`config.mk`:
```
export PLATFORM = sky130hd
export DESIGN_NAME = contador_seq_ctrl_flat
export DESIGN_NICKNAME = d
export VERILOG_FILES = /design/src/rtl/contador_seq_ctrl_if.sv /design/src/rtl/contador_seq_ctrl.sv /design/src/flat_wrapper.sv
export SDC_FILE = /design/constraint.sdc
export NUM_CORES = 1
export LEC_CHECK = 0
export CAP_MARGIN = 20
export CORE_MARGIN = 4
export CORE_UTILIZATION = 45
export CTS_BUF_LIST = sky130_fd_sc_hd__clkbuf_8 sky130_fd_sc_hd__clkbuf_16
export DETAILED_ROUTE_END_ITERATION = 16
export GPL_TIMING_DRIVEN = 1
export HOLD_SLACK_MARGIN = 0.1
export PLACE_DENSITY = 0.73
export SLEW_MARGIN = 10
export SYNTH_ARGS = -nofsm -noshare
export SYNTH_HDL_FRONTEND = slang
export SYNTH_SLANG_ARGS = --single-unit
```
`constraint.sdc`:
```
create_clock -name clk -period 2.05 [get_ports clk]
set_input_delay 0.41 -clock clk [delete_from_list [all_inputs] [get_ports clk]]
set_output_delay 0.41 -clock clk [all_outputs]
set_load 0.01 [all_outputs]
```
`src/rtl/contador_seq_ctrl_if.sv`:
```
// Command/status bundle between the control logic and contador_seq_ctrl.
// PRESCALE_EN adds the presc_div field and the PRESC_W parameter.
interface contador_seq_ctrl_if #(
  parameter int unsigned WIDTH = 4
`ifdef PRESCALE_EN
  , parameter int unsigned PRESC_W = 4
`endif
);
  logic             start;
  logic             stop;
  logic             pause;
  logic             auto_reload;
  logic [WIDTH-1:0] limit;
`ifdef PRESCALE_EN
  logic [PRESC_W-1:0] presc_div;
`endif
  logic [WIDTH-1:0] count;
  logic [1:0]       state;
  logic             busy;
  logic             done;

`ifdef PRESCALE_EN
  modport master (output start, stop, pause, auto_reload, limit, presc_div,
                  input  count, state, busy, done);
  modport slave  (input  start, stop, pause, auto_reload, limit, presc_div,
                  output count, state, busy, done);
`else
  modport master (output start, stop, pause, auto_reload, limit,
                  input  count, state, busy, done);
  modport slave  (input  start, stop, pause, auto_reload, limit,
                  output count, state, busy, done);
`endif
endinterface

```
`src/rtl/contador_seq_ctrl.sv`:
```
// Run/stop/pause sequencer owning a WIDTH-bit up-count register and a 4-state FSM.
// Optional tick prescaler enabled by defining PRESCALE_EN.
module contador_seq_ctrl #(
  parameter int unsigned WIDTH = 4
`ifdef PRESCALE_EN
  , parameter int unsigned PRESC_W = 4
`endif
) (
  input  logic               clk,
  input  logic               rst,
  contador_seq_ctrl_if.slave bus
);

  typedef enum logic [1:0] {
    S_IDLE  = 2'b00,
    S_RUN   = 2'b01,
    S_PAUSE = 2'b10,
    S_DONE  = 2'b11
  } state_t;

  state_t           state_q;
  logic [WIDTH-1:0] count_q;
  logic [WIDTH-1:0] lim_q;
  logic             mode_q;
  logic             busy_q;
  logic             done_q;
  logic             tick_c;
  logic             terminal_c;

`ifdef PRESCALE_EN
  logic [PRESC_W-1:0] presc_q;
  assign tick_c = (state_q == S_RUN) && (presc_q == bus.presc_div);
`else
  assign tick_c = (state_q == S_RUN);
`endif

  assign terminal_c = tick_c && (count_q == lim_q);

  // Sequencer: stop > pause > start, commands not meaningful in a state are dropped
  always_ff @(posedge clk) begin
    if (rst) begin
      state_q <= S_IDLE;
      count_q <= '0;
      lim_q   <= '0;
      mode_q  <= 1'b0;
      busy_q  <= 1'b0;
      done_q  <= 1'b0;
`ifdef PRESCALE_EN
      presc_q <= '0;
`endif
    end else begin
      done_q <= 1'b0;
      case (state_q)
        S_IDLE, S_DONE: begin
          if (bus.stop && (state_q == S_DONE)) begin
            state_q <= S_IDLE;
            count_q <= '0;
`ifdef PRESCALE_EN
            presc_q <= '0;
`endif
          end else if (bus.start) begin
            state_q <= S_RUN;
            busy_q  <= 1'b1;
            count_q <= '0;
            lim_q   <= bus.limit;
            mode_q  <= bus.auto_reload;
`ifdef PRESCALE_EN
            presc_q <= '0;
`endif
          end
        end
        S_RUN: begin
          if (bus.stop) begin
            state_q <= S_IDLE;
            busy_q  <= 1'b0;
            count_q <= '0;
`ifdef PRESCALE_EN
            presc_q <= '0;
`endif
          end else if (bus.pause) begin
            state_q <= S_PAUSE;
          end else begin
`ifdef PRESCALE_EN
            presc_q <= tick_c ? '0 : presc_q + PRESC_W'(1);
`endif
            if (terminal_c) begin
              done_q <= 1'b1;
              if (mode_q) begin
                count_q <= '0;
              end else begin
                state_q <= S_DONE;
                busy_q  <= 1'b0;
              end
            end else if (tick_c) begin
              count_q <= count_q + WIDTH'(1);
            end
          end
        end
        S_PAUSE: begin
          // pause is meaningless here, so a concurrent start still resumes
          if (bus.stop) begin
            state_q <= S_IDLE;
            busy_q  <= 1'b0;
            count_q <= '0;
`ifdef PRESCALE_EN
            presc_q <= '0;
`endif
          end else if (bus.start) begin
            state_q <= S_RUN;
          end
        end
      endcase
    end
  end

  assign bus.count = count_q;
  assign bus.state = state_q;
  assign bus.busy  = busy_q;
  assign bus.done  = done_q;

endmodule

```
`src/flat_wrapper.sv`:
```
// flat-port wrapper written by rule: the top's interface ports become plain ports
module contador_seq_ctrl_flat 
#(
  parameter int unsigned WIDTH = 4

)
  (clk, rst, bus_start, bus_stop, bus_pause, bus_auto_reload, bus_limit, bus_count, bus_state, bus_busy, bus_done);
  contador_seq_ctrl_if #(.WIDTH(WIDTH)) bus_i ();
  input  logic clk;
  input  logic rst;
  input wire logic [$bits(bus_i.start)-1:0] bus_start;
  input wire logic [$bits(bus_i.stop)-1:0] bus_stop;
  input wire logic [$bits(bus_i.pause)-1:0] bus_pause;
  input wire logic [$bits(bus_i.auto_reload)-1:0] bus_auto_reload;
  input wire logic [$bits(bus_i.limit)-1:0] bus_limit;
  output wire logic [$bits(bus_i.count)-1:0] bus_count;
  output wire logic [$bits(bus_i.state)-1:0] bus_state;
  output wire logic [$bits(bus_i.busy)-1:0] bus_busy;
  output wire logic [$bits(bus_i.done)-1:0] bus_done;
  assign bus_i.start = bus_start;
  assign bus_i.stop = bus_stop;
  assign bus_i.pause = bus_pause;
  assign bus_i.auto_reload = bus_auto_reload;
  assign bus_i.limit = bus_limit;
  assign bus_count = bus_i.count;
  assign bus_state = bus_i.state;
  assign bus_busy = bus_i.busy;
  assign bus_done = bus_i.done;
  contador_seq_ctrl #(.WIDTH(WIDTH)) u_core (.clk(clk), .rst(rst), .bus(bus_i));
endmodule
```
==> impl_metrics.toml, run 1 <==
[global_route]
grt_usage_pct = 14.4
antenna_found_initial = 0
grt_start_max_net_pins = 11
grt_pass1_vias = 632
grt_pass1_wl_microns = 2810
overflow = 0

[detailed_routing]
dr.pass1.iters = 5
drtIter0Drc = 25
vias = 722
vias_per_cell = 5.87
wire_per_inst_microns = 13.5
ant_nets = 0
drt_wl_total_microns = 1660
drc = 0

[die]
initial_utilization_pct = 49.0
core_sq_um = 1540
fp.dieH_microns = 49.0
die_x_microns = 49.0
die_area_sq_um = 2400
io_pins = 18
num_rows = 14

[place]
pre_cts_ws_ns = 0.0193
port_buffers = 17
dp_hpwl_microns = 1260
postPlaceCellArea_sq_um = 957
gp_congestion = 0.904
place_inst = 119

[setup_path]
critPathRequiredTime_ns = 2.17
startpoint_type = "flip-flop"
slowest_delay_ns = 0.40
critPathMaxFanout = 5
worst-path-buf-inv = 1
cp_data_arrival_time_ns = 2.05
cp_top_family = "compound AO/OA/AOI/OAI gates"
crit_type = "reg2reg"
crit_path_cell_trace = "inv_1 > ha_1 > a21bo_2 > o22ai_1 > a22o_1 > a221o_1"
endpoint_kind = "flip-flop"
slowest_stage = "dfxtp_1"

[sta]
rsz0062_at_grt = "no"
fin_tns_setup_ns = 0
maxSlewHeadroom_pct = 71.7
fin_crit_sh_pct = 93.7
finalClockSkew_ns = 0.00269
tightest_slew_ns = 0.422
hold_viol_final = 0
finalSetupViolCount = 0
finalCriticalPeriod_ns = 1.92
timing.fmax_mhz = 521
final_max_slew_viol_count = 0
setup_slack_ns = 0.129

[yosys]
synthTopCellsByCount = "dfxtp_1, nor2_1, inv_1, mux2i_1, nor3_1"
syn-num-nets = 98
synthArstFlopShare_pct = 0
synthesis.area_sq_um = 756
yosysMostFrequentCell = "dfxtp_1"
yosysTopAreaCellShare_pct = 34.4
synth_area_leader_cell = "dfxtp_1"
syn_inst = 84
ys_seq_area_share_pct = 34.4
synth.distinct_cells = 33
synth_area_leaders = "dfxtp_1, ha_1, mux2i_1, xnor2_1, nor2_1"
synth_flop_cell = "dfxtp_1"
ys_warn_count = 0
synth_area_per_cell_sq_um = 9.00
synth_edf_count = 0
ys_seq_elements = 13

[power]
peakVddDrop_v = 0.000549
powerDensity_nw_per_um2 = 688
p_switching_w = 0.000193
power_w = 0.000690
pwr-share-comb_pct = 26.5
clkPwrFrac_pct = 32.1
switching_share_pct = 27.9
intPower_w = 0.000497
pwr-share-seq_pct = 41.4
power.leakage_nw = 0.411

[clock_tree]
post-cts-setup-buffer-count = 0
cts_tree = "done"
clk_latency_ns = 0.24
clockBufferDepth = 2
numCtsBuffers = 3
clockRootBuffer = "clkbuf_8"
cts.htree.levels = 1
cts_resized = 0
clk_pin_slew_ns = 0.06
clock-sinks = 13
ctsHoldBuffers = 0

[finish]
stdcell_area_sq_um = 1000
stdcell_count = 123
area_delta_synth_final_pct = 32.6
drive_above_1_share_pct = 14.0
n_fill_cell = 140
n_antenna_cell = 0
fin_nets = 122

[flow_run]
max_cap_violations = 0

[min_path]
hold_class = "reg2reg"

[outcome]
status = "completed"
-- flip-flops by register name, summed over array words and instances, names as in the netlist --
signal and flops:
u_core.bus.count 4, u_core.bus.state 2, u_core.bus.busy 1, u_core.lim_q 4
u_core.bus.done 1, u_core.mode_q 1
-- area by class of cell --
type | instances | area [sq um] | share of cell area [%]
Tap cell | 16 | 20.0 | 2.00
Inverter | 6 | 22.5 | 2.25
Multi-Input combinational cell | 62 | 447 | 44.6
Clock buffer | 3 | 41.3 | 4.12
Sequential cell | 13 | 260 | 26.0
Clock inverter | 1 | 3.75 | 0.375
Timing Repair Buffer | 22 | 208 | 20.7
-- kinds of logic (layout without fill, tap and decap cells) --
group                      Yosys count  count (layout)  synth area share, %
adders and majority gates            4               4                 6.62
and+or+nand+nor                     26              26                 18.4
muxes                                6               6                 8.11
DFF                                 13              13                 34.4
buffers and inverters                9              32                 6.46
xor gates and xnor gates             4               4                 4.64
AOI/OAI and AO/OA                   22              22                 21.4
-- cell usage in the layout (no fill, tap or decap), types with 2 or more instances in the layout --
cell,Yosys,routed
dfxtp_1,13,13
inv_1,6,7
xnor2_1,4,4
clkbuf_8,0,3
or3b_2,2,2
a21oi_1,3,3
nor2_1,9,9
clkdlybuf4s50_1,0,17
buf_4,0,5
o21ai_0,3,3
nand2_1,3,3
nand3_1,2,2
a221o_1,2,2
ha_1,4,4
nor3_1,5,5
mux2i_1,5,5
o22ai_1,2,2
o211ai_1,2,2
-- per-stage QoR --
step	hold slack (ns)	utilization (%)
after global placement	0.497	62.1
after floorplan	0.485	-
after detailed placement	0.501	62.1
final	0.510	65.0
after global routing	0.531	65.0
after CTS	0.509	65.0
-- metal layers --
metal  up-vias  part of all wire [%]  global-route usage (%)
met5         -                     0                       0
met4         0                  0.85                    5.38
met3         2                   9.5                    3.36
met2        39                    46                    22.6
met1       329                    44                    18.8
li1        352                     -                       -
-- worst min-delay path, delay by kind of cell (launching register included) --
family | cells | cell delay, ns
flops | 1 | 0.32
compound gates | 2 | 0.14
-- power by group through the flow --
stage,logic [W],registers [W],clock network [W]
final,0.000183,0.000286,0.000221
after CTS,0.000182,0.000285,0.000227
after global routing,0.000198,0.000288,0.000242
after floorplan,0.000121,0.000291,0
after global placement,0.000179,0.000290,0
after detailed placement,0.000181,0.000291,0
-- path summary, 6_finish.rpt --
path | startpoint | endpoint | slack [ns] | depth (start not counted)
worst min-delay path | u_core.bus.busy | u_core.bus.busy | 0.51 | 2
worst max-delay path | u_core.bus.state[0] | u_core.bus.count[3] | 0.13 | 6
worst max register to register | u_core.bus.state[0] | u_core.bus.count[3] | 0.13 | 6
worst min register to register | u_core.bus.busy | u_core.bus.busy | 0.51 | 2
No activity file was read; power rests on OpenSTA's default activity.
==> run 2: changes to the inputs <==
--- a/config.mk
+++ b/config.mk
@@ -13,6 +13,7 @@
 export GPL_TIMING_DRIVEN = 1
 export HOLD_SLACK_MARGIN = 0.1
 export PLACE_DENSITY = 0.73
+export RECOVER_POWER = 50
 export SLEW_MARGIN = 10
 export SYNTH_ARGS = -nofsm -noshare
 export SYNTH_HDL_FRONTEND = slang
==> impl_metrics.toml, run 2 (same netlist as run 1, synthesis figures left out) <==
[setup_path]
endpoint_kind = "flip-flop"
critPathMaxFanout = 5
reg2reg_to = "u_core.bus.count[3]"
crit_path_start = "u_core.bus.state[0]"
startpoint_type = "flip-flop"
critPathRequiredTime_ns = 2.17
rr_worst_depth = 6
crit_type = "reg2reg"
reg2reg_slack_ns = 0.12
cp_data_arrival_time_ns = 2.05
crit_end = "u_core.bus.count[3]"
rr_startpoint = "u_core.bus.state[0]"

[min_path]
min_path_cells = 2
hold_class = "reg2reg"

[global_route]
overflow = 0
grt_usage_pct = 14.4
grt_pass1_vias = 632
grt_pass1_wl_microns = 2810
grt_start_max_net_pins = 11
antenna_found_initial = 0

[detailed_routing]
vias = 710
wire_per_inst_microns = 13.4
dr.pass1.iters = 4
drt_wl_total_microns = 1650
vias_per_cell = 5.77
drtIter0Drc = 17
ant_nets = 0
drc = 0

[die]
initial_utilization_pct = 49.0
io_pins = 18
core_sq_um = 1540
die_x_microns = 49.0
die_area_sq_um = 2400
num_rows = 14
fp.dieH_microns = 49.0

[finish]
n_antenna_cell = 0
most-common-layout-cells = "clkdlybuf4s50_1, dfxtp_1, nor2_1"
multiInputGateArea_sq_um = 447
stdcell_count = 123
drive_above_1_share_pct = 11.2
n_fill_cell = 143
area_delta_synth_final_pct = 31.1
fin_nets = 122
seq_area_sq_um = 260
final_common_cell = "clkdlybuf4s50_1"

[sta]
timing.fmax_mhz = 519
rsz0062_at_grt = "no"
fin_crit_sh_pct = 94.1
finalClockSkew_ns = 0.00178
finalCriticalPeriod_ns = 1.93
hold_viol_final = 0
final_max_slew_viol_count = 0
fin_tns_setup_ns = 0
setup_slack_ns = 0.122
finalSetupViolCount = 0
tightest_slew_ns = 0.426
maxSlewHeadroom_pct = 71.4

[clock_tree]
numCtsBuffers = 3
clk_latency_ns = 0.24
clockRootBuffer = "clkbuf_8"
cts_tree = "done"
ctsHoldBuffers = 0
clockBufferDepth = 2
post-cts-setup-buffer-count = 0
clk_pin_slew_ns = 0.06
cts.htree.levels = 1
clock-sinks = 13
cts_resized = 0

[power]
powerDensity_nw_per_um2 = 687
power.leakage_nw = 0.410
peakVddDrop_v = 0.000499

[place]
gp_congestion = 0.904
place_inst = 119
pre_cts_ws_ns = 0.0193
dp_hpwl_microns = 1260
port_buffers = 17

[flow_run]
max_cap_violations = 0

[outcome]
status = "completed"
## run 2: changes by cell type in the layout (fill, tap and decap cells not counted), sizes merged
| cell | before | now |
|---|---|---|
| clkbuf | 3 | 6 |
| dlygate4sd3 | 0 | 3 |
| clkdlybuf4s50 | 17 | 14 |
| buf | 5 | 2 |
## run 2: how the worst min path moves through the flow
| stage | from | slack, ns | end |
|---|---|---|---|
| 6_report | u_core.bus.busy | 0.50 | u_core.bus.busy |
| 5_1_grt | u_core.bus.busy | 0.53 | u_core.bus.busy |
| 4_1_cts | u_core.bus.busy | 0.51 | u_core.bus.busy |
| 3_5_place_dp | u_core.bus.busy | 0.50 | u_core.bus.busy |
| 3_3_place_gp | u_core.bus.busy | 0.50 | u_core.bus.busy |
| 2_1_floorplan | u_core.lim_q[2] | 0.49 | u_core.lim_q[2] |
## run 2: final cells by class
cell class                      instances  share of cell area [%]
Clock buffer                            3                    4.17
Clock inverter                          1                   0.379
Inverter                                6                    2.27
Multi-Input combinational cell         62                    45.1
Sequential cell                        13                    26.3
Tap cell                               16                    2.02
Timing Repair Buffer                   22                    19.8
## run 2: through the flow
step / utilization, % / instance area (sq um) / total power, W / hold slack, ns
finish: 64.3 / 991 / 0.000681 / 0.500
global route: 64.3 / 991 / 0.000721 / 0.528
CTS: 65.0 / 1000 / 0.000695 / 0.509
detailed placement: 62.1 / 957 / 0.000472 / 0.501
global placement: 62.1 / 957 / 0.000469 / 0.497
floorplan: - / 756 / 0.000412 / 0.485
## run 2: routing by layer
metal / wire [microns] / track usage, % / up-vias / share of wire (%)
li1: - / - / 352 / -
met1: 761 / 18.8 / 330 / 46
met2: 747 / 22.6 / 26 / 45
met3: 128 / 3.36 / 2 / 7.7
met4: 14 / 5.38 / 0 / 0.85
met5: 0 / 0 / - / 0
## run 2: critical path, stage by stage, from the launching register on
cell	delay, ns
dfxtp_1	0.40
inv_1	0.06
ha_1	0.35
a21bo_2	0.25
o22ai_1	0.10
a22o_1	0.29
a221o_1	0.35
## run 2: report_power, final
part	internal (W)	switching, W	total [W]	leakage [nW]
Clock	0.000132	0.0000881	0.000220	0.0269
Combinational	0.0000887	0.0000873	0.000176	0.277
Sequential	0.000270	0.0000150	0.000285	0.106
Total	0.000491	0.000190	0.000681	0.410
==> run 3: changes to the inputs <==
--- a/config.mk
+++ b/config.mk
@@ -5,13 +5,13 @@
 export SDC_FILE = /design/constraint.sdc
 export NUM_CORES = 1
 export LEC_CHECK = 0
+export ABC_CLOCK_PERIOD_IN_PS = 2050
 export CAP_MARGIN = 20
 export CORE_MARGIN = 4
 export CORE_UTILIZATION = 45
 export CTS_BUF_LIST = sky130_fd_sc_hd__clkbuf_8 sky130_fd_sc_hd__clkbuf_16
 export DETAILED_ROUTE_END_ITERATION = 16
 export GPL_TIMING_DRIVEN = 1
-export HOLD_SLACK_MARGIN = 0.1
 export PLACE_DENSITY = 0.73
 export RECOVER_POWER = 50
 export SLEW_MARGIN = 10
==> results of run 3 <==
Final layout, timing and power as in run 2 (identical DEF).
